`config.mk`:
```
export PLATFORM = sky130hd
export DESIGN_NAME = ppu_vram_arbiter
export DESIGN_NICKNAME = d
export VERILOG_FILES = /design/src/rtl/ppu_pkg.sv /design/src/rtl/ppu_read_tag_pipe.sv /design/src/rtl/ppu_vram_arbiter.sv
export SDC_FILE = /design/constraint.sdc
export NUM_CORES = 1
export LEC_CHECK = 0
export CORE_ASPECT_RATIO = 1.25
export CORE_MARGIN = 4
export CORE_UTILIZATION = 39
export CTS_CLUSTER_SIZE = 12
export DETAILED_ROUTE_END_ITERATION = 16
export GPL_TIMING_DRIVEN = 0
export PLACE_DENSITY = 0.8
export SYNTH_ARGS = -nofsm -noshare
export SYNTH_HDL_FRONTEND = slang
export SYNTH_SLANG_ARGS = --single-unit
export TNS_END_PERCENT = 50
```
`constraint.sdc`:
```
create_clock -name clk_in -period 3.5 [get_ports clk_in]
set_input_delay 0.7 -clock clk_in [delete_from_list [all_inputs] [get_ports clk_in]]
set_output_delay 0.7 -clock clk_in [all_outputs]
set_load 0.005 [all_outputs]
```
`src/rtl/ppu_pkg.sv`:
```
// ppu_pkg: shared arbiter state/tag types and the read-tag pipe entry layout
package ppu_pkg;
    localparam int VRAM_ADDR_W = 13;
    typedef enum logic [1:0] {IDLE, BG_OWN, SPR_OWN} arb_state_t;
    typedef enum logic [1:0] {TAG_BG, TAG_SPR, TAG_CPU} req_tag_t;
    typedef struct packed {
        logic     valid;
        req_tag_t tag;
        logic     in_range;
    } pipe_ent_t;
endpackage

```
`src/rtl/ppu_read_tag_pipe.sv`:
```
// ppu_read_tag_pipe: DEPTH-stage shift register of {valid, tag, in_range} tracking reads in flight
//  clk_in, rst_n_in : clock, asynchronous active-low reset (clears every stage)
//  push_in          : entry captured this cycle (valid=0 when nothing granted)
//  head_out         : oldest stage, lines up with BRAM read data
//  bg_busy_out      : some stage holds a BG read
//  busy_out         : some stage holds any read
module ppu_read_tag_pipe
    import ppu_pkg::*;
#(
    parameter int DEPTH = 3
) (
    input  logic      clk_in,
    input  logic      rst_n_in,
    input  pipe_ent_t push_in,
    output pipe_ent_t head_out,
    output logic      bg_busy_out,
    output logic      busy_out
);
    pipe_ent_t q [DEPTH];

    always_ff @(posedge clk_in or negedge rst_n_in) begin
        if (!rst_n_in) begin
            for (int i = 0; i < DEPTH; i++) q[i] <= '0;
        end else begin
            q[0] <= push_in;
            for (int i = 1; i < DEPTH; i++) q[i] <= q[i-1];
        end
    end

    always_comb begin
        bg_busy_out = 1'b0;
        busy_out    = 1'b0;
        for (int i = 0; i < DEPTH; i++) begin
            bg_busy_out = bg_busy_out | (q[i].valid && q[i].tag == TAG_BG);
            busy_out    = busy_out | q[i].valid;
        end
        head_out = q[DEPTH-1];
    end
endmodule

```
`src/rtl/ppu_vram_arbiter.sv`:
```
// ppu_vram_arbiter: shares the VRAM BRAM read port between BG and sprite fetchers (optional CPU via PPU_CPU_PORT_EN)
//  clk_in, rst_n_in           : clock, asynchronous active-low reset
//  bg_addr/valid_in, bg_grant_out, bg_data/data_valid_out     : background fetcher port
//  spr_addr/valid/active_in, spr_grant_out, spr_data/data_valid_out : sprite fetcher port
//  mem_free_out               : no BG read in flight and no BG grant this cycle
//  bram_addr_out, bram_data_in: VRAM BRAM read port (address registered on grant)
//  cpu_* ports                : present only when PPU_CPU_PORT_EN is defined
module ppu_vram_arbiter
    import ppu_pkg::*;
#(
    parameter int          READ_LATENCY = 2,
    parameter logic [15:0] VRAM_BASE    = 16'h8000,
    parameter int          VRAM_SIZE    = 8192
) (
    input  logic                   clk_in,
    input  logic                   rst_n_in,
    input  logic [15:0]            bg_addr_in,
    input  logic                   bg_valid_in,
    output logic                   bg_grant_out,
    output logic [7:0]             bg_data_out,
    output logic                   bg_data_valid_out,
    input  logic [15:0]            spr_addr_in,
    input  logic                   spr_valid_in,
    input  logic                   spr_active_in,
    output logic                   spr_grant_out,
    output logic [7:0]             spr_data_out,
    output logic                   spr_data_valid_out,
`ifdef PPU_CPU_PORT_EN
    input  logic [15:0]            cpu_addr_in,
    input  logic                   cpu_valid_in,
    output logic                   cpu_grant_out,
    output logic [7:0]             cpu_data_out,
    output logic                   cpu_data_valid_out,
`endif
    output logic                   mem_free_out,
    output logic [VRAM_ADDR_W-1:0] bram_addr_out,
    input  logic [7:0]             bram_data_in
);
    arb_state_t  state, state_nxt;
    logic        cpu_req, cpu_gnt, gnt, in_range, bg_busy, busy;
    logic [15:0] cpu_addr, req_addr;
    logic [16:0] diff;
    logic [7:0]  rd_data;
    req_tag_t    req_tag;
    pipe_ent_t   head;

`ifdef PPU_CPU_PORT_EN
    assign cpu_req  = cpu_valid_in;
    assign cpu_addr = cpu_addr_in;
`else
    assign cpu_req  = 1'b0;
    assign cpu_addr = '0;
`endif

    // Pipe depth READ_LATENCY+1: one cycle for the address register, then BRAM latency
    ppu_read_tag_pipe #(.DEPTH(READ_LATENCY + 1)) u_pipe (
        .clk_in      (clk_in),
        .rst_n_in    (rst_n_in),
        .push_in     ('{valid: gnt, tag: req_tag, in_range: in_range}),
        .head_out    (head),
        .bg_busy_out (bg_busy),
        .busy_out    (busy)
    );

    always_comb begin
        bg_grant_out  = bg_valid_in && !spr_active_in && (state == IDLE || state == BG_OWN);
        spr_grant_out = spr_valid_in && state == SPR_OWN;
        cpu_gnt       = cpu_req && state == IDLE && !bg_valid_in && !spr_active_in;
        gnt           = bg_grant_out || spr_grant_out || cpu_gnt;
        mem_free_out  = !bg_busy && !bg_grant_out;
        req_addr      = spr_grant_out ? spr_addr_in : bg_grant_out ? bg_addr_in : cpu_addr;
        req_tag       = spr_grant_out ? TAG_SPR : bg_grant_out ? TAG_BG : TAG_CPU;
        // 17-bit difference: bit 16 set means below VRAM_BASE
        diff          = {1'b0, req_addr} - {1'b0, VRAM_BASE};
        in_range      = !diff[16] && diff < 17'(VRAM_SIZE);
        state_nxt     = state;
        case (state)
            IDLE:    state_nxt = (spr_active_in && mem_free_out) ? SPR_OWN : bg_grant_out ? BG_OWN : IDLE;
            BG_OWN:  state_nxt = spr_active_in ? (bg_busy ? BG_OWN : SPR_OWN)
                               : (!bg_valid_in && !busy) ? IDLE : BG_OWN;
            SPR_OWN: state_nxt = (!spr_active_in && !busy) ? IDLE : SPR_OWN;
            default: state_nxt = IDLE;
        endcase
    end

    always_ff @(posedge clk_in or negedge rst_n_in) begin
        if (!rst_n_in) begin
            state         <= IDLE;
            bram_addr_out <= '0;
        end else begin
            state <= state_nxt;
            if (gnt && in_range) bram_addr_out <= diff[VRAM_ADDR_W-1:0];
        end
    end

    always_comb begin
        rd_data            = head.in_range ? bram_data_in : 8'hFF;
        bg_data_valid_out  = head.valid && head.tag == TAG_BG;
        spr_data_valid_out = head.valid && head.tag == TAG_SPR;
        bg_data_out        = bg_data_valid_out ? rd_data : 8'h00;
        spr_data_out       = spr_data_valid_out ? rd_data : 8'h00;
`ifdef PPU_CPU_PORT_EN
        cpu_grant_out      = cpu_gnt;
        cpu_data_valid_out = head.valid && head.tag == TAG_CPU;
        cpu_data_out       = cpu_data_valid_out ? rd_data : 8'h00;
`endif
    end
endmodule
```
-- Yosys cells after proc, flatten, opt, wreduce, memory -nomap -nowiden
Cells that the tools add are included.
- eq/ne operators: 3
- reduce and logical (&&, ||, !) cells: 25
- bitwise logic cells: 4
- muxes and demuxes: 14
- add/sub/neg operators: 1
- order comparisons: 1
- operators with widths (operator ; number):
    16-bit two-way mux ; 2
    8-bit two-way mux ; 3
    17-bit by 14-bit < comparator with 1-bit output (second input constant) ; 1
    16-bit by 16-bit subtractor with 17-bit output (second input constant) ; 1
    1-bit logical AND ; 13
    2-bit two-way mux ; 6
    2-bit logical NOT ; 4
    1-bit logical NOT ; 6
    2-bit case mux with 3 select lines ; 1
    2-bit by 1-bit equality test with 1-bit output (second input constant) ; 2
    1-bit OR ; 4
    2-bit equality test (second input constant) ; 1
    1-bit logical OR ; 2
    1-bit two-way mux ; 2
- word-level logic and storage cells: 59
- bits in registers: 27
- input port bits: 45
- output and inout port bits: 34

-- Logic depth before layout (Yosys ltp)
- word-level depth: 9
- depth in mapped cells: 5
- gate-level depth less buffers: 4

-- Cells and area by module
From an unflattened synthesis, not the netlist that was laid out.
- cell total of the unflattened synthesis: 112
- area, all modules: 1326.3 um^2
- modules (own cells, without submodules) (module ; times used ; sequential area each (um^2) ; cells each ; area an instance (um^2)):
    ppu_vram_arbiter ; 1 ; 375.4 ; 91 ; 962.2
    ppu_read_tag_pipe ; 1 ; 300.3 ; 21 ; 364.1

-- Worst setup path after synthesis
OpenSTA, ideal clock, no wires.
- path type: input port to output port
- from: in bg_valid_in
- to: out mem_free_out
- data required time: 2.800 ns
- path slack: 1.368 ns
- stages on the path: 3
- arrival time: 1.432 ns
- buffers on the path: 1
- path through: nor3b_4 > clkbuf_1 > nor3_1
- cells in the longest elaborated chain, start to end: 4
- ends and longest elaborated chain (what ; line ; RTL):
    start: declaration ; ppu_vram_arbiter.sv:18 ; input logic bg_valid_in,
    1-bit logical AND (2 in a row) ; ppu_vram_arbiter.sv:66 ; bg_grant_out = bg_valid_in && !spr_active_in && (state == IDLE || state == BG_OWN);
    via bg_grant_out ; ppu_vram_arbiter.sv:19 ; output logic bg_grant_out,
    1-bit logical NOT ; ppu_vram_arbiter.sv:70 ; mem_free_out = !bg_busy && !bg_grant_out;
    1-bit logical AND ; ppu_vram_arbiter.sv:70 ;
    end: declaration ; ppu_vram_arbiter.sv:35 ; output logic mem_free_out,
The timed path passes the listed nets, and every way through them passes these cells.

-- Worst setup path in the final report
- from: in bg_valid_in
- to: out bg_grant_out
- cells in the longest elaborated chain, start to end: 2
- ends and longest elaborated chain (what ; line):
    1-bit logical AND (2 in a row) ; ppu_vram_arbiter.sv:66
    end: declaration ; ppu_vram_arbiter.sv:19
Every way passes these cells.

==> results.py <==
metrics = {
    "global_route": {
        "grt_pass1_wl_um": 5730,
        "grt_usage": 0.172,
        "antenna_found_initial": 0,
        "grt_max_degree": 28,
        "grt_remaining_overflow": 0,
        "grt_pass1_vias": 1322,
    },
    "critical_path": {
        "critPathLaunchType": "input port",
        "crit_chain": "clkdlybuf4s50_1 > nor3b_4 > clkbuf_1 > clkdlybuf4s50_1",
        "required_ns": 2.80,
        "crit_arrival_ns": 2.65,
        "worstPathMaxFanout": 10,
        "crit_path_end_kind": "output port",
        "cp_slowest_cell": "clkdlybuf4s50_1",
        "cp_num_buf_inv": 3,
        "path_common_cell": "clkdlybuf4s50_1",
        "critical_path_class": "in -> out",
        "r2r_setup_slack_ns": 1.67,
        "slowest_delay_ns": 0.60,
        "path_delay_family": "buffers and inverters",
    },
    "synth": {
        "synth_cells": 108,
        "syn_nets": 153,
        "seq_area_frac_synth": 0.526,
        "yosysWarnings": 0,
        "ys_ff_latch": 27,
        "async_reset_ff_frac": 1.00,
        "syn_area_um2": 1280,
        "synth_edf_count": 0,
        "ys.flop_type": "dfrtp_1",
        "syn_area_per_cell_um2": 11.9,
        "yosysUniqueCellTypes": 26,
    },
    "power": {
        "leakagePower_nw": 1.00,
        "peakVddDrop_uv": 373,
        "cellPowerDensity_nw_per_um2": 549,
    },
    "timing": {
        "fin_ws_ns": 0.152,
        "finalSetupViolations": 0,
        "setup_tns_ns": 0,
        "fmax_mhz": 299,
        "hold_viol": 0,
        "fin_crit_sh": 0.957,
        "fin_skew_ns": 0.00900,
        "period_needed_ns": 3.35,
        "rsz0062_at_grt": "false",
        "drv_slew": 0,
        "max-slew-margin-rel": 0.240,
        "worstMarginPinSlew_ns": 1.14,
    },
    "finish": {
        "num-fill-cells": 257,
        "diodes": 0,
        "area_growth_pct": 68.2,
        "drive_gt1_frac": 0.132,
        "final_net_count": 236,
    },
    "cts": {
        "max-clock-path-buffers": 2,
        "htreeDepth": 1,
        "clkSinkCount": 27,
        "hold_buffers": 0,
        "cts_setup_buffers": 0,
        "cts_root_buffer": "clkbuf_8",
        "clock_latency_ns": 0.27,
        "cts_tree": "done",
        "cts_buffers": 3,
        "path_clk_slew_ns": 0.10,
        "cts.repair.resized": 0,
    },
    "hold_path": {
        "hp-class": "reg -> reg",
    },
    "floorplan": {
        "coreArea_um2": 3190,
        "die_height_um": 72.1,
        "initial_core_util": 0.402,
        "dieArea_um2": 4280,
        "num_io_pins": 79,
        "die_width_um": 59.3,
        "fp-row-count": 23,
    },
    "detailed_routing": {
        "drtIter0Drc": 40,
        "avgRoutedWirePerCell_um": 15.2,
        "routed-via-count": 1167,
        "wirelength_um": 3460,
        "detail_route.first_pass.iterations": 5,
        "antenna_left": 0,
        "remaining_drc_errors": 0,
        "vias_per_cell": 5.14,
    },
    "placement": {
        "gp_congestion": 0.712,
        "io_buffers": 78,
        "post-place-ws_ns": 0.152,
        "hpwlAfterDp_um": 2910,
    },
    "job": {
        "drv.max_cap_violation_count": 0,
    },
    "status": {
        "status": "finished, final reports clean",
    },
}
## worst register-to-register path, stage by stage, from the launching register on
cell      delay (ns)
dfrtp_1         0.44
and3b_1         0.19
clkbuf_2        0.17
a32oi_2         0.37
buf_6           0.24
mux2_4          0.32
## synth_stat cells, types with 2 or more instances
library cell  instances  area [um2]
dfrtp_1              27         676
nor2_1               19        71.3
a22o_1               13         114
mux2_4                9         135
nor2b_1               8        50.1
inv_1                 7        26.3
mux2_2                5        56.3
nor3b_1               2        15.0
## final timing paths
kind | cells past startpoint | from | to
min | 0 | u_pipe.q[4] | u_pipe.head_out[0]
max | 4 | bg_valid_in | bg_grant_out
max in group asynchronous | 1 | rst_n_in | u_pipe.head_out[1]
max reg2reg | 5 | state[1] | bram_addr_out[12]
min reg2reg | 0 | u_pipe.q[4] | u_pipe.head_out[0]
min in group asynchronous | 1 | rst_n_in | bram_addr_out[6]
## cells in the final DEF (no fill, tap or decap)
cell type and count:
mux2_4 9, and3b_1 1, buf_6 1, clkdlybuf4s50_1 78, a21o_1 1, nor3_1 1
buf_1 1, nand2_1 1, a32oi_2 1, nor3b_4 1, inv_1 7, clkbuf_1 1
o21ai_0 1, nor2_1 19, a2111oi_0 1, buf_2 1, nor3b_1 2, clkbuf_8 3
or2_2 1, clkbuf_2 1, or3b_2 1, a211o_1 1, mux2_2 5, nand3b_1 1
a22o_1 13, dfrtp_1 27, nor2b_1 8, clkinvlp_4 1, nor4_1 1
## flip-flops by register name (all words and copies together), names as in the netlist
signal / count
state: 2
bram_addr_out: 13
u_pipe.head_out: 4
u_pipe.q: 8
## kinds of logic (layout without fill, tap and decap cells)
family | count (synthesis) | in the layout | synth area share
AND/OR/NAND/NOR | 37 | 37 | 0.157
flip-flops | 27 | 27 | 0.526
AO/OA/AOI/OAI | 18 | 18 | 0.125
multiplexers | 14 | 14 | 0.149
buffers and inverters | 12 | 94 | 0.0429
## final cells by class
| cell class | instances | area, um2 | share of cell area |
|---|---|---|---|
| timing repair buffer | 78 | 781 | 0.362 |
| tap | 37 | 46.3 | 0.0214 |
| clock inverter | 1 | 7.51 | 0.00348 |
| multi-input combinational | 69 | 553 | 0.256 |
| buffer | 5 | 28.8 | 0.0133 |
| inverter | 7 | 26.3 | 0.0122 |
| clock buffer | 3 | 41.3 | 0.0191 |
| sequential | 27 | 676 | 0.313 |
## per-layer routing
metal  part of all wire  GRT usage  vias up
met5                  0          0        -
met4              0.013     0.0529        0
met3               0.12     0.0498        6
met2               0.51      0.320       64
met1               0.35      0.182      562
li1                   -          -      535
## power by group
group          internal [mW]  switching (mW)  leakage (nW)
Clock                 0.0806          0.0943        0.0217
Combinational          0.353           0.175         0.632
Sequential             0.416          0.0659         0.347
## per-stage QoR
stage / std cells / cell area, um2 / util / power (mW) / hold WS [ns]
2_1_floorplan: 108 / 1280 / - / 0.701 / 0.331
3_3_place_gp: 223 / 2110 / 0.661 / 0.997 / 0.336
3_5_place_dp: 223 / 2110 / 0.661 / 1.02 / 0.343
4_1_cts: 227 / 2160 / 0.676 / 1.20 / 0.365
5_1_grt: 227 / 2160 / 0.676 / 1.27 / 0.373
6_report: 227 / 2160 / 0.676 / 1.18 / 0.364
(Power assumes the default switching activity.)
